## src/rtl/t_ff_pkg.sv

```systemverilog
// Shared definitions for the T flip-flop counter bank.
//   MODE_* : encodings of the 2-bit mode input
//            (toggle by mask, count up, count down, parallel load).
package t_ff_pkg;

   localparam logic [1:0] MODE_TOGGLE = 2'b00;
   localparam logic [1:0] MODE_UP     = 2'b01;
   localparam logic [1:0] MODE_DOWN   = 2'b10;
   localparam logic [1:0] MODE_LOAD   = 2'b11;

endpackage

```

## src/rtl/t_ff_cell.sv

```systemverilog
// Single T flip-flop with synchronous clear and parallel load.
// Ports:
//   clk : clock, state updates on posedge
//   clr : synchronous active-high clear (q=0, qb=1), highest priority
//   t   : toggle request
//   ld  : load d into q, overrides t
//   d   : load data
//   q   : registered state
//   qb  : registered complement of q (its own flop, not an inverter)
module t_ff_cell (
   input  logic clk,
   input  logic clr,
   input  logic t,
   input  logic ld,
   input  logic d,
   output logic q,
   output logic qb
);

   always_ff @(posedge clk) begin
      if (clr) begin
         q  <= 1'b0;
         qb <= 1'b1;
      end else if (ld) begin
         q  <= d;
         qb <= ~d;
      end else if (t) begin
         q  <= ~q;
         qb <= ~qb;
      end
   end

endmodule

```

## src/rtl/t_ff_counter.sv

```systemverilog
// WIDTH-bit register bank built from per-bit T flip-flops.
// Modes: toggle by mask, binary up count, binary down count, parallel load.
// Ports:
//   clk    : clock
//   clr    : synchronous active-high clear, overrides everything
//   en     : operation enable, 0 holds state and forces wrap low
//   mode   : 00 toggle, 01 up, 10 down, 11 load
//   t_mask : per-bit toggle request (toggle mode)
//   d      : parallel load value (load mode)
//   q, qb  : state and registered complement
//   wrap   : one-cycle pulse after an edge on which the count wrapped
module t_ff_counter
   import t_ff_pkg::*;
#(
   parameter int WIDTH    = 8,
   parameter bit SATURATE = 1'b0
) (
   input  logic             clk,
   input  logic             clr,
   input  logic             en,
   input  logic [1:0]       mode,
   input  logic [WIDTH-1:0] t_mask,
   input  logic [WIDTH-1:0] d,
   output logic [WIDTH-1:0] q,
   output logic [WIDTH-1:0] qb,
   output logic             wrap
);

   logic [WIDTH-1:0] up_chain;
   logic [WIDTH-1:0] dn_chain;
   logic [WIDTH-1:0] t_vec;
   logic             all_ones;
   logic             all_zero;
   logic             ld;
   logic             wrap_next;

   // Bit i toggles when every lower bit is 1 (up) or 0 (down). Each term is
   // formed directly from q with a low-bit mask rather than chained from the
   // previous term, so the comb logic has no self-referencing vector.
   for (genvar i = 0; i < WIDTH; i++) begin : g_bit
      localparam logic [WIDTH-1:0] LOW = WIDTH'((64'd1 << i) - 64'd1);

      assign up_chain[i] = &(q | ~LOW);
      assign dn_chain[i] = ~|(q & LOW);

      t_ff_cell u_cell (
         .clk (clk),
         .clr (clr),
         .t   (t_vec[i]),
         .ld  (ld),
         .d   (d[i]),
         .q   (q[i]),
         .qb  (qb[i])
      );
   end

   assign all_ones = &q;
   assign all_zero = ~|q;

   always_comb begin
      t_vec     = '0;
      ld        = 1'b0;
      wrap_next = 1'b0;
      if (en) begin
         case (mode)
            MODE_TOGGLE: t_vec = t_mask;
            MODE_UP: begin
               // saturate gate: at the top the whole toggle vector is dropped
               if (!(SATURATE && all_ones)) begin
                  t_vec     = up_chain;
                  wrap_next = all_ones;
               end
            end
            MODE_DOWN: begin
               if (!(SATURATE && all_zero)) begin
                  t_vec     = dn_chain;
                  wrap_next = all_zero;
               end
            end
            MODE_LOAD: ld = 1'b1;
            default: ;
         endcase
      end
   end

   always_ff @(posedge clk) begin
      if (clr) begin
         wrap <= 1'b0;
      end else begin
         wrap <= wrap_next;
      end
   end

endmodule
```

## config.mk

```make
export PLATFORM = sky130hd
export DESIGN_NAME = t_ff_counter
export DESIGN_NICKNAME = d
export VERILOG_FILES = /design/src/rtl/t_ff_pkg.sv /design/src/rtl/t_ff_cell.sv /design/src/rtl/t_ff_counter.sv
export SDC_FILE = /design/constraint.sdc
export NUM_CORES = 1
export LEC_CHECK = 0
export CAP_MARGIN = 30
export CORE_ASPECT_RATIO = 0.8
export CORE_UTILIZATION = 49
export CTS_BUF_LIST = sky130_fd_sc_hd__clkbuf_4
export CTS_CLUSTER_SIZE = 25
export DETAILED_ROUTE_END_ITERATION = 8
export PLACE_DENSITY = 0.83
export SYNTH_ARGS = -nofsm -noshare
export SYNTH_HDL_FRONTEND = slang
export SYNTH_SLANG_ARGS = --single-unit
```

## constraint.sdc

```tcl
create_clock -name clk -period 3 [get_ports clk]
set_clock_uncertainty 0.15 [all_clocks]
set_input_delay 0.6 -clock clk [delete_from_list [all_inputs] [get_ports clk]]
set_output_delay 0.6 -clock clk [all_outputs]
set_load 0.005 [all_outputs]
```

# ---- Word-level counts from Yosys, hierarchy flattened
# Index checks and enable logic that the tools add are counted.
dict set report word_totals {
  out_inout_bits 17
  in_bits 21
  regBits 17
  word_cells 114
}
dict set report classes {
  bitwise 25
  n_reduce_logical 32
  n_mux 37
  n_eq_ne 3
}
# operator n
set op_table {}
lappend op_table {{$mux 1} 34}
lappend op_table {{$not 1->1} 25}
lappend op_table {{$pmux 8 s3} 1}
lappend op_table {{$reduce_bool 2->1} 8}
lappend op_table {{$logic_not 1->1} 8}
lappend op_table {{$mux 8} 1}
lappend op_table {{$reduce_and 8->1} 1}
lappend op_table {{$reduce_or 8->1} 1}
lappend op_table {{$reduce_and 7->1} 1}
lappend op_table {{$reduce_or 7->1} 1}
lappend op_table {{$reduce_and 6->1} 1}
lappend op_table {{$reduce_or 6->1} 1}
lappend op_table {{$reduce_and 5->1} 1}
lappend op_table {{$reduce_or 5->1} 1}
lappend op_table {{$eq 2x2->1 const B} 2}
lappend op_table {{$reduce_and 4->1} 1}
lappend op_table {{$reduce_or 2->1} 2}
lappend op_table {{$reduce_or 4->1} 1}
lappend op_table {{$reduce_and 3->1} 1}
lappend op_table {{$reduce_or 3->1} 1}
lappend op_table {{$eq 2x1->1 const B} 1}
lappend op_table {{$logic_not 2->1} 1}
lappend op_table {{$pmux 1 s2} 1}
lappend op_table {{$reduce_and 2->1} 1}

# ---- Depth between registers and ports, before layout
dict set report logic_depth {
  word_depth 6
  ltp_mapped 7
  ltp_nobuf 6
}

# ---- Cells and area by module
# From an unflattened synthesis, not the netlist that was laid out.
dict set report hier_totals {
  hier_cells 129
  hier_area_um2 1131.1
}
# module cells_each seq_area_each_um2 area_per_inst_um2 n_inst
set modules_own_cells {}
lappend modules_own_cells {t_ff_cell 10 40.0 96.3 8}
lappend modules_own_cells {t_ff_counter 49 20.0 360.3 1}

# ---- Worst setup path before layout
# No wires, ideal clock.
dict set report synth_timing {
  kind {input to register}
  start {input port mode[0]}
  end {register g_bit[6].u_cell.q}
  slack_ps 593
  arrival_time_ps 2183
  setup_time_ps 74
  n_path_buf 1
  stages 7
  t_required_ps 2776
  cell_sequence {inv_1 > ha_1 > or4b_1 > clkbuf_2 > or4_4 > a211o_1 > a31oi_1}
}
dict set report synth_between {
  elab_chain_cells 4
  elab_cells_between_ends 10
  cone_classes {3 x eq/ne; 5 x mux; 2 x reduce/logical}
}
# element line_no
set synth_rtl {}
lappend synth_rtl {{start: declaration} t_ff_counter.sv:21} ;# input logic [1:0] mode,
lappend synth_rtl {{$eq 2x2->1, or another cell as far along} t_ff_counter.sv:65} ;# case (mode)
lappend synth_rtl {{$pmux 8 s3 / $mux 1 (equally long branches)} t_ff_counter.sv:65}
lappend synth_rtl {{$mux 8 / $mux 1 (equally long branches)} t_ff_counter.sv:64} ;# if (en) begin
lappend synth_rtl {{$reduce_bool 2->1 (no line) / $mux 1 (equally long branches)} --}
lappend synth_rtl {{end signal: assignment} t_ff_cell.sv:28} ;# q <= ~q;
lappend synth_rtl {{end: declaration} t_ff_cell.sv:16} ;# output logic q,
# Several ways; a longest one is shown, not always the timed one.
# A chain may end at the register's enable or synchronous reset.

# ---- Final worst setup path
# Same ends and word-level chain as after synthesis.

==> impl_metrics.ini <==
[logic_synthesis]
syn-num-nets = 189
synth-seq-area-share_pct = 26.5
synth_enable_flop_cells = 0
post_synth.cell_area_avg_um2 = 7.89
syn-cell-area_um2 = 1290
yosys_warnings = 0
ys_seq_elements = 17
synth_async_sr_flop_share_pct = 0
synthesis.instances = 163
top_reg_cell_synth = dfxtp_1
netlist-cell-type-count = 44

[min_path]
holdCritPathClass = reg2reg

[clocking]
tritoncts_num_sinks = 17
clock_tree.buffer_depth = 2
cts-htree-levels = 1
number_of_clock_buffers_inserted_by_tritoncts = 3
cts_resized = 0
cts.reportedPaths.clkPinSlew_ns = 0.11
hold_buffers = 0
clock_latency_ns = 0.30
cts_root_buffer = clkbuf_4
tritoncts_clock_tree = built
cts_setup_buffers = 0

[timing]
tightest_slew_ns = 0.681
relSlewSlack_pct = 54.6
finalSetupViolCount = 0
finalMaxSlewViolations = 0
finalWorstPathRequiredPeriod_ns = 2.71
final.setup.tns_ns = 0
min_period_over_period_pct = 90.2
setup_repair_after_global_routing_missed_its_margin = false
final-hold-violation-count = 0
whs_ns = 0.417
fmaxAchievable_ghz = 0.369

[floorplan]
core_area_um2 = 2460
fp.dieH_um = 47.8
design.portCount = 38
die-area_um2 = 2840
placement_rows = 16
initial_utilization_pct = 52.2
fp.dieW_um = 59.3

[setup_path]
cpMaxStageDelayCell = or4b_1
cp-start-kind = input pin
worst_ep_arrival_time_ns = 2.79
worst-path-max-fanout = 6
crit_path_cell_trace = clkdlybuf4s50_1, inv_1, ha_1, or4b_1, or4_4, a211o_1, a31oi_1
critical_path.max_stage_delay_ns = 0.58
required_ns = 3.08
worstSetupEndpointType = flip-flop
setup.worst_path.class = in2reg

[detailed_routing]
detailedRoute.firstIterationViolations = 86
drt-pass1-iter-count = 4
route.antenna.remaining_nets = 0
via_count = 1325
routed_via_density = 6.11
residual_drc_count = 0
wirelength_mm = 3.17
wl_per_cell_um = 14.6

[cells_and_area]
antennaDiodeCount = 0
syn_to_final_growth_pct = 23.8
finish.net_count = 208
final.fill_count = 240
layoutNonFillerInstCount = 217
drive_above_1_share_pct = 8.29

[run_status]
outcome = finished, final reports clean

[place]
numPortBuffers = 37
place.detailed.instances = 213
place.detailed.hpwl_mm = 2.32
place.gp.congestion = 0.840

[global_route]
grt-ovfl-total = 0
gr-usage-all-layers_pct = 24.1
grt_start_max_net_pins = 23
grt_pass1_wl_mm = 5.06
grt_antenna_before_repair = 0
number_of_global_route_vias_before_repair = 1181

[power_and_ir_drop]
leakage_nw = 0.562
cellPowerDensity_nw_per_um2 = 373
ir_worst_vdd_mv = 0.342

[job]
cap_viol_max_count = 0
## cells in the mapped netlist (3+ instances only)
| cell type | count | share of area (%) |
|---|---|---|
| a211oi_1 | 10 | 5.8 |
| a21o_1 | 3 | 1.8 |
| a21oi_1 | 9 | 3.5 |
| a31oi_1 | 6 | 2.9 |
| and3_1 | 4 | 1.9 |
| buf_4 | 16 | 9.3 |
| clkbuf_1 | 9 | 2.6 |
| dfxtp_1 | 17 | 26 |
| ha_1 | 5 | 4.9 |
| nand2_1 | 10 | 2.9 |
| nand3_1 | 6 | 2.3 |
| nand4_1 | 9 | 4.4 |
| nor2_1 | 4 | 1.2 |
| nor3_1 | 9 | 3.5 |
| o21ai_0 | 9 | 3.5 |
| xnor2_1 | 4 | 2.7 |
## critical path, delay by kind of cell
kind                       cells  cell delay [ns]
buffers and inverters          2             0.51
adders and majority gates      1             0.20
AOI/OAI and AO/OA              2             0.40
and+or+nand+nor                2             1.07
## logic make-up after synthesis
group	after synthesis	share of synthesized area, %
adder cells (fa/ha/maj)	5	4.86
multiplexers	3	2.43
buffers and inverters	31	14.4
AND/OR/NAND/NOR	57	25.1
flip-flops	17	26.5
AO/OA/AOI/OAI	46	24.0
XOR/XNOR	4	2.72
## cell usage in the layout, fill, tap and decap left out, drive strengths merged, types with 2 or more instances in the layout
cell type / netlist / final
nor2: 4 / 4
or4: 2 / 2
o21ai: 9 / 9
clkinv: 1 / 2
nor3: 9 / 9
a21o: 3 / 3
nand2: 10 / 10
and3: 4 / 4
nand3: 6 / 6
dfxtp: 17 / 17
clkdlybuf4s50: 0 / 37
ha: 5 / 5
nand4: 9 / 9
a21oi: 9 / 9
o41ai: 2 / 2
mux2i: 2 / 2
and4: 2 / 2
buf: 18 / 5
clkbuf: 10 / 3
nand2b: 2 / 2
inv: 2 / 2
xnor2: 4 / 4
a211oi: 10 / 10
or3: 2 / 2
a31oi: 6 / 6
## worst paths after layout
| path | startpoint | endpoint | slack, ns | cells after the start |
|---|---|---|---|---|
| min reg2reg | g_bit[3].u_cell.qb | g_bit[3].u_cell.qb | 0.42 | 2 |
| max reg2reg | g_bit[0].u_cell.q | g_bit[6].u_cell.q | 0.80 | 4 |
| max | mode[0] | g_bit[6].u_cell.q | 0.29 | 7 |
| min | g_bit[3].u_cell.qb | g_bit[3].u_cell.qb | 0.42 | 2 |
## state kept, by name, summed over array words and instances (netlist names)
signal,cells
g_bit.u_cell.qb,8
g_bit.u_cell.q,8
wrap,1
## power by group
| part | total (mW) | switching [mW] | internal [mW] |
|---|---|---|---|
| Clock | 0.129 | 0.0795 | 0.0498 |
| Combinational | 0.186 | 0.0775 | 0.109 |
| Sequential | 0.278 | 0.0300 | 0.248 |
## area by class of cell
class	instances	area, um^2	share of cell area, %
Sequential cell	17	340	21.4
Clock inverter	1	5.00	0.314
Timing Repair Buffer	42	408	25.6
Clock buffer	3	22.5	1.41
Multi-Input combinational cell	115	761	47.8
Inverter	3	11.3	0.707
Tap cell	36	45.0	2.83
## layer usage
layer	track usage (%)	part of all wire, %	routed length, um
met1	27.6	43	1350
met2	44.7	48	1530
met3	5.95	7.9	251
met4	8.57	1.1	34
met5	0	0	0
## stage by stage
stage               setup WS [ns]  cell area, um^2  power (mW)  utilization, %
finish                      0.293             1590       0.593            64.7
global route                0.217             1590       0.626            64.7
CTS                         0.315             1590       0.592            64.7
detailed placement         0.0211             1570       0.466            63.6
global placement            0.124             1570       0.458            63.6
floorplan                   0.593             1290       0.400               -
(Power assumes the default switching activity.)
